[config.mk]
export PLATFORM = sky130hd
export DESIGN_NAME = signed_mac_accumulator_9
export DESIGN_NICKNAME = d
export VERILOG_FILES = /design/src/rtl/signed_mac_accumulator_9_pkg.sv /design/src/rtl/signed_mac_accumulator_9_mult.sv /design/src/rtl/signed_mac_accumulator_9.sv
export SDC_FILE = /design/constraint.sdc
export NUM_CORES = 1
export LEC_CHECK = 0
export CORE_ASPECT_RATIO = 0.6
export CORE_MARGIN = 2
export CORE_UTILIZATION = 55
export DETAILED_ROUTE_END_ITERATION = 12
export PLACE_DENSITY = 0.78
export SYNTH_ARGS = -nofsm -noshare
export SYNTH_HDL_FRONTEND = slang
export SYNTH_SLANG_ARGS = --single-unit
[constraint.sdc]
create_clock -name clk -period 5.88 [get_ports clk]
set_input_delay 1.176 -clock clk [delete_from_list [all_inputs] [get_ports clk]]
set_output_delay 1.176 -clock clk [all_outputs]
set_load 0.03 [all_outputs]
[src/rtl/signed_mac_accumulator_9_pkg.sv]
// ----------------------------------------------------------------------------
// signed_mac_accumulator_9_pkg : shared types and constants (rev 1.0)
// ----------------------------------------------------------------------------
`default_nettype none

package signed_mac_accumulator_9_pkg;

  localparam int DEF_WIDTH = 9;
  localparam int DEF_ACC_W = 24;
  localparam int CNT_W     = 7;

  typedef enum logic [1:0] {
    ACCUM = 2'd0,
    DRAIN = 2'd1,
    HOLD  = 2'd2
  } state_t;

endpackage

`default_nettype wire

[src/rtl/signed_mac_accumulator_9_mult.sv]
// ----------------------------------------------------------------------------
// signed_parallel_multiplier_9_PPA_Kogge_Stone : carry-save signed array + KS adder (rev 1.0)
// ----------------------------------------------------------------------------
`default_nettype none

module signed_parallel_multiplier_9_PPA_Kogge_Stone #(
  parameter int width = 9
) (
  input  logic [width-1:0]   A,
  input  logic [width-1:0]   B,
  output logic [2*width-1:0] S
);

  localparam int N = 2 * width;

  logic [N-1:0] a_ext;
  logic [N-1:0] row;
  logic [N-1:0] sum_v;
  logic [N-1:0] car_v;
  logic [N-1:0] t;
  logic [N-1:0] g;
  logic [N-1:0] p;

  always_comb begin
    a_ext = {{width{A[width-1]}}, A};
    sum_v = B[0] ? a_ext : '0;
    // The sign row of B is subtracted: invert here, the +1 rides in the carry vector.
    car_v = {{(N-1){1'b0}}, B[width-1]};
    row   = '0;
    t     = '0;
    for (int i = 1; i < width; i++) begin
      row = B[i] ? (a_ext << i) : '0;
      if (i == width - 1) row = B[i] ? ~(a_ext << i) : '0;
      t     = sum_v ^ car_v ^ row;
      car_v = ((sum_v & car_v) | (sum_v & row) | (car_v & row)) << 1;
      sum_v = t;
    end

    g = sum_v & car_v;
    p = sum_v ^ car_v;
    for (int d = 1; d < N; d = d * 2) begin
      g = g | (p & (g << d));
      p = p & (p << d);
    end
    S = sum_v ^ car_v ^ (g << 1);
  end

endmodule

`default_nettype wire

[src/rtl/signed_mac_accumulator_9.sv]
// ----------------------------------------------------------------------------
// signed_mac_accumulator_9 : framed signed multiply-accumulate, 3-edge pipeline (rev 1.0)
// ----------------------------------------------------------------------------
`default_nettype none

module signed_mac_accumulator_9
  import signed_mac_accumulator_9_pkg::*;
#(
  parameter int WIDTH = DEF_WIDTH,
  parameter int ACC_W = DEF_ACC_W
) (
  input  logic             clk,
  input  logic             rst,
  input  logic             in_valid,
  output logic             in_ready,
  input  logic [WIDTH-1:0] in_a,
  input  logic [WIDTH-1:0] in_b,
  input  logic             in_last,
  output logic             out_valid,
  input  logic             out_ready,
  output logic [ACC_W-1:0] out_sum,
  output logic [CNT_W-1:0] out_count,
  output logic             out_ovf
);

  localparam int               PW      = 2 * WIDTH;
  localparam logic [CNT_W-1:0] CNT_MAX = '1;

  state_t             state;
  logic               accept;
  logic               first_beat;
  logic               s1_valid, s1_last, s1_first;
  logic [WIDTH-1:0]   s1_a, s1_b;
  logic               s2_valid, s2_last, s2_first;
  logic [PW-1:0]      s2_prod;
  logic [PW-1:0]      prod;
  logic [ACC_W-1:0]   acc, acc_base, acc_next, prod_ext;
  logic [CNT_W-1:0]   count, count_next;
  logic               ovf, ovf_step, ovf_next;

  assign accept = in_valid & in_ready;

  signed_parallel_multiplier_9_PPA_Kogge_Stone #(
    .width (WIDTH)
  ) u_mult (
    .A (s1_a),
    .B (s1_b),
    .S (prod)
  );

  always_comb begin
    prod_ext   = {{(ACC_W-PW){s2_prod[PW-1]}}, s2_prod};
    acc_base   = s2_first ? '0 : acc;
    acc_next   = acc_base + prod_ext;
    ovf_step   = (acc_base[ACC_W-1] == prod_ext[ACC_W-1]) &&
                 (acc_next[ACC_W-1] != acc_base[ACC_W-1]);
    ovf_next   = (!s2_first && ovf) || ovf_step;
    count_next = s2_first ? CNT_W'(1)
               : ((count == CNT_MAX) ? count : count + CNT_W'(1));
  end

  always_ff @(posedge clk) begin
    if (rst) begin
      first_beat <= 1'b1;
      s1_valid   <= 1'b0;
      s1_last    <= 1'b0;
      s1_first   <= 1'b0;
      s1_a       <= '0;
      s1_b       <= '0;
      s2_valid   <= 1'b0;
      s2_last    <= 1'b0;
      s2_first   <= 1'b0;
      s2_prod    <= '0;
      acc        <= '0;
      count      <= '0;
      ovf        <= 1'b0;
    end else begin
      s1_valid <= accept;
      if (accept) begin
        s1_a       <= in_a;
        s1_b       <= in_b;
        s1_last    <= in_last;
        s1_first   <= first_beat;
        first_beat <= in_last;
      end
      s2_valid <= s1_valid;
      s2_last  <= s1_valid & s1_last;
      s2_first <= s1_first;
      s2_prod  <= prod;
      if (s2_valid) begin
        acc   <= acc_next;
        count <= count_next;
        ovf   <= ovf_next;
      end
    end
  end

  always_ff @(posedge clk) begin
    if (rst) begin
      state     <= ACCUM;
      in_ready  <= 1'b1;
      out_valid <= 1'b0;
      out_sum   <= '0;
      out_count <= '0;
      out_ovf   <= 1'b0;
    end else begin
      case (state)
        ACCUM: begin
          if (accept && in_last) begin
            state    <= DRAIN;
            in_ready <= 1'b0;
          end
        end
        DRAIN: begin
          if (s2_valid && s2_last) begin
            state     <= HOLD;
            out_valid <= 1'b1;
            out_sum   <= acc_next;
            out_count <= count_next;
            out_ovf   <= ovf_next;
          end
        end
        HOLD: begin
          if (out_ready) begin
            state     <= ACCUM;
            out_valid <= 1'b0;
            in_ready  <= 1'b1;
          end
        end
        default: begin
          state     <= ACCUM;
          in_ready  <= 1'b1;
          out_valid <= 1'b0;
        end
      endcase
    end
  end

endmodule

`default_nettype wire

==> results.txt <==
The flow ran to the end, and the final reports show no timing, DRC or antenna violations. The pre-antenna-repair detailed-routing pass consisted of 7 iterations. The count of inserted antenna diode cells came out at 0. The post-route netlist has about 8.6% of its cells at a drive strength greater than 1. The worst hold path startpoint is out_count[1]$_SDFFE_PP0P_. The post-synthesis sequential area ratio came out at between 20 and 30%. The pin count of the biggest net entering global routing is between 80 and 90. The placeable core region is 14500 sq um. The setup slack after layout came out at just over 3 ps.

The distinct cell type count of the synthesized netlist is 61. For the worst setup path, the data arrival time is roughly 6100 ps. The async set or reset register ratio after synthesis is 0%. The source-to-sink clock delay at the later pin of the worst-skew pair is about 360 ps. The finished layout cell area came out at between 9000 and 10000 sq um. The total number of H-tree levels is 3. In this run the register-to-register setup slack is a little over 3 ps. The synthesis-to-finish area growth is 15.0%.

The area of the mapped netlist is between 8000 and 9000 sq um. For the worst flop-to-flop path, the logic depth is 20. The startpoint of the worst setup timing path is s1_b[1]$_SDFFE_PP0P_. The worst setup slack after placement came out at -114 ps. The detail route stage leaves a number of antenna-violating nets equal to 0.

The synthesized design contains roughly 110 register bits. The total via count in the routed design came out at around 6800. The highest clock frequency the design can meet is 170 MHz. For the worst setup path, the data required time is a little over 6000 ps. The worst setup path is launched from a flop.

The effective utilization at floorplan came out at between 50% and 60%. TritonCTS built the clock tree. The kind of cell with the highest combined delay along the critical path is adder cells. The die covers 15900 sq um. The signal on the critical path passes through and2_4 -> ha_4 -> inv_2 -> fa_2 -> fa_2 -> fa_2 -> fa_2 -> inv_1 -> fa_2 -> fa_1 -> inv_1 -> fa_1 -> inv_2 -> ha_4 -> a21o_1 -> a21o_1 -> a21oi_4 -> a31oi_4 -> a211oi_2 -> mux2_4. The number of fill cells in the layout came out at ~1200. The number of logic stages on the critical path including buffering came out at 20. The number of top-level design ports came out at between 50 and 60. The worst setup skew after layout came out at between 10 and 15 ps.

The Yosys step of the flow raised 0 warnings. The wire length of the first global-routing pass is 31.0 mm. Dividing total power by cell area gives a power density of 196 nW/um^2. The type of element capturing the critical path is a flop.

Max-cap violations in this run came to 0. The worst voltage drop across the vdd grid came out at about 0.13 mV. The origin of the critical flop-to-flop path is s1_b[1]$_SDFFE_PP0P_.

The number of instances in the synthesized netlist came out at 961. The cell count of the worst hold path is 2. In the synthesized netlist the dominant register cell turns out to be sky130_fd_sc_hd__dfxtp_1. The count of final max-slew check failures is 0. After layout, the minimum clock period comes to a little under 6000 ps.

The clock root buffer master is sky130_fd_sc_hd__clkbuf_16. The final hold violation count is 0. Among the stages of the critical path, the cell type that occurs most often is sky130_fd_sc_hd__fa_2. The worst setup path is of the reg -> reg kind.

The remaining max-slew budget at the tightest pin is 42.9%. For the final routed database, the setup TNS stands at 0 ps. The clock passes through at most 2 buffers. The number of DRC violations after detailed-routing iteration 0 is 556. The die is about 160 um wide. The initial antenna violation count came to 0. At the pin with the least slew margin, the transition time is about 860 ps. The highest-delay cell along the critical path is sky130_fd_sc_hd__fa_2. The area of placed instances came out at 8990 sq um. Setup repair after global routing could not meet its margin everywhere. Row generation in the floorplan step produced 34 rows. The static leakage power came out at just under 4 nW. The die extent in y is between 90 and 100 um. The number of nets in the layout is ~1100. Wires add up to around 18 mm. The weighted congestion at the end of routability-driven global placement is 0.856.

The final HPWL from detailed placement is about 13 mm. Counting flops with a built-in enable in the synthesized netlist gives 0. The all-layer global routing usage came out at 23.8%.

Counting both buffers and inverters, the worst setup path holds a total of 4. After clock tree synthesis, the clock-pin slew on the worst setup and hold paths is approximately 80 ps. The path type of the worst min-delay path is reg -> reg.

The total clock sinks came out at 111. The number of global-route vias before repair is 6359. The worst stage delay on the critical path is 550 ps. The per-cell routed wire length is 15.0 um. The CTS buffer count came out at 9.

For this run, design rule violations remaining after detail routing come to 0. The post-route fraction of the period consumed by the critical path came out at roughly 100%. Along the worst path, the maximum fanout reaches 8. Using the TritonRoute via totals, the vias-per-cell ratio works out to about 5.6. The number of nets in the synthesized netlist is 1111.

The overall overflow remaining after global route is 0. The average size of a mapped cell came out at around 8.5 sq um. Setup violations remaining at the end of the flow were counted as 0. The number of buffer cells added on primary ports came out at 56.
## report_power, final
| group | leakage (nW) | internal [mW] | switching, mW |
|---|---|---|---|
| registers | 0.904 | 0.786 | 0.0305 |
| clock network | 0.148 | 0.337 | 0.307 |
| logic | 2.79 | 0.162 | 0.221 |
| total | 3.85 | 1.28 | 0.559 |
## cells in the mapped netlist (15+ instances only)
master                     count  share of area (%)
sky130_fd_sc_hd__dfxtp_1     111                 27
sky130_fd_sc_hd__clkbuf_1     49                2.2
sky130_fd_sc_hd__mux2i_1      15                1.8
sky130_fd_sc_hd__a211oi_1     21                1.9
sky130_fd_sc_hd__fa_1         65                 16
sky130_fd_sc_hd__xnor2_1      21                2.2
sky130_fd_sc_hd__nor2b_1      27                2.1
sky130_fd_sc_hd__inv_1        59                2.7
sky130_fd_sc_hd__o21ai_0      25                1.5
sky130_fd_sc_hd__nand2_1     134                6.1
sky130_fd_sc_hd__nor2_1       88                4.0
sky130_fd_sc_hd__and2_1       39                3.0
sky130_fd_sc_hd__ha_1         62                9.5
sky130_fd_sc_hd__a21oi_1      72                4.4
## repair_timing
action	in CTS	in global routing
buffers inserted	1	0
setup endpoints to repair	3	8
resized for setup	8	27
hold buffers	0	0
pin swaps	4	8
## area by class of cell
class                           instances  area (sq um)  area share [%]
Timing Repair Buffer                   80           742            7.89
Clock buffer                            9           225            2.39
Tap cell                              198           248            2.63
Sequential cell                       111          2230            23.7
Multi-Input combinational cell        738          5670            60.2
Clock inverter                          6          76.3           0.811
Inverter                               59           221            2.35
## layer usage
| layer | global-route usage [%] | part of all wire (%) | vias to the layer above |
|---|---|---|---|
| met5 | 0 | 0 | - |
| met4 | 5.49 | 1.3 | 0 |
| met3 | 4.17 | 5.5 | 25 |
| met2 | 34.3 | 41 | 186 |
| met1 | 37.2 | 52 | 3231 |
| li1 | - | - | 3308 |
## state kept, by name, summed over array words and instances, names as in the netlist
register / cells
acc: 24
out_count: 7
in_ready: 1
out_valid: 1
ovf: 1
first_beat: 1
out_ovf: 1
s1_valid: 1
s2_first: 1
s2_valid: 1
state: 2
s1_a: 9
s1_b: 9
s2_prod: 18
out_sum: 24
s1_last: 1
count: 7
s2_last: 1
s1_first: 1
## placed cells by master, fill, tap and decap left out, types with 4 or more instances in the layout
master	n
sky130_fd_sc_hd__nand3_1	12
sky130_fd_sc_hd__o22ai_1	4
sky130_fd_sc_hd__ha_1	59
sky130_fd_sc_hd__inv_1	56
sky130_fd_sc_hd__clkdlybuf4s50_1	55
sky130_fd_sc_hd__o21bai_1	7
sky130_fd_sc_hd__xnor2_1	21
sky130_fd_sc_hd__buf_4	24
sky130_fd_sc_hd__nand2b_1	13
sky130_fd_sc_hd__a211oi_1	20
sky130_fd_sc_hd__o21ai_1	4
sky130_fd_sc_hd__xor2_1	11
sky130_fd_sc_hd__o211ai_1	7
sky130_fd_sc_hd__o21ai_0	21
sky130_fd_sc_hd__fa_1	59
sky130_fd_sc_hd__fa_2	6
sky130_fd_sc_hd__nand2_1	131
sky130_fd_sc_hd__nor2b_1	27
sky130_fd_sc_hd__nor3b_1	4
sky130_fd_sc_hd__nand4b_1	4
sky130_fd_sc_hd__nand3b_1	6
sky130_fd_sc_hd__a31oi_1	11
sky130_fd_sc_hd__or3_1	5
sky130_fd_sc_hd__and2_1	35
sky130_fd_sc_hd__nor3_1	11
sky130_fd_sc_hd__mux2i_1	15
sky130_fd_sc_hd__clkbuf_16	9
sky130_fd_sc_hd__a21o_1	14
sky130_fd_sc_hd__and3_1	4
sky130_fd_sc_hd__nor2_1	86
sky130_fd_sc_hd__a21oi_1	70
sky130_fd_sc_hd__and2_4	4
sky130_fd_sc_hd__o21a_1	4
sky130_fd_sc_hd__dfxtp_1	108
## metrics by stage
stage	hold WS [ps]	std cells	power, mW	utilization [%]
finish	455	1201	1.84	64.9
floorplan	430	961	1.10	-
detailed placement	447	1185	1.20	62.0
global placement	441	1185	1.20	62.0
global route	476	1201	1.94	64.9
CTS	459	1201	1.85	64.3
## tightest hold or removal path: stages (launching register included)
cell and delay (ps):
sky130_fd_sc_hd__dfxtp_1 310, sky130_fd_sc_hd__nand2_1 50, sky130_fd_sc_hd__a21oi_1 50
## cell families after synthesis
logic type / share of synthesized area [%]
multiplexers: 2.11
adder cells (fa/ha/maj): 25.4
flip-flops: 27.2
AND/OR/NAND/NOR: 21.8
XOR/XNOR: 3.42
buffers and inverters: 5.17
AO/OA/AOI/OAI: 14.9
## final timing paths
path / end
worst max-delay path: s2_prod[16]$_SDFF_PP0_
worst min-delay path: out_count[1]$_SDFFE_PP0P_
worst max register to register: s2_prod[16]$_SDFF_PP0_
worst min register to register: out_count[1]$_SDFFE_PP0P_
Note: power is estimated with default switching activity, not from simulation.
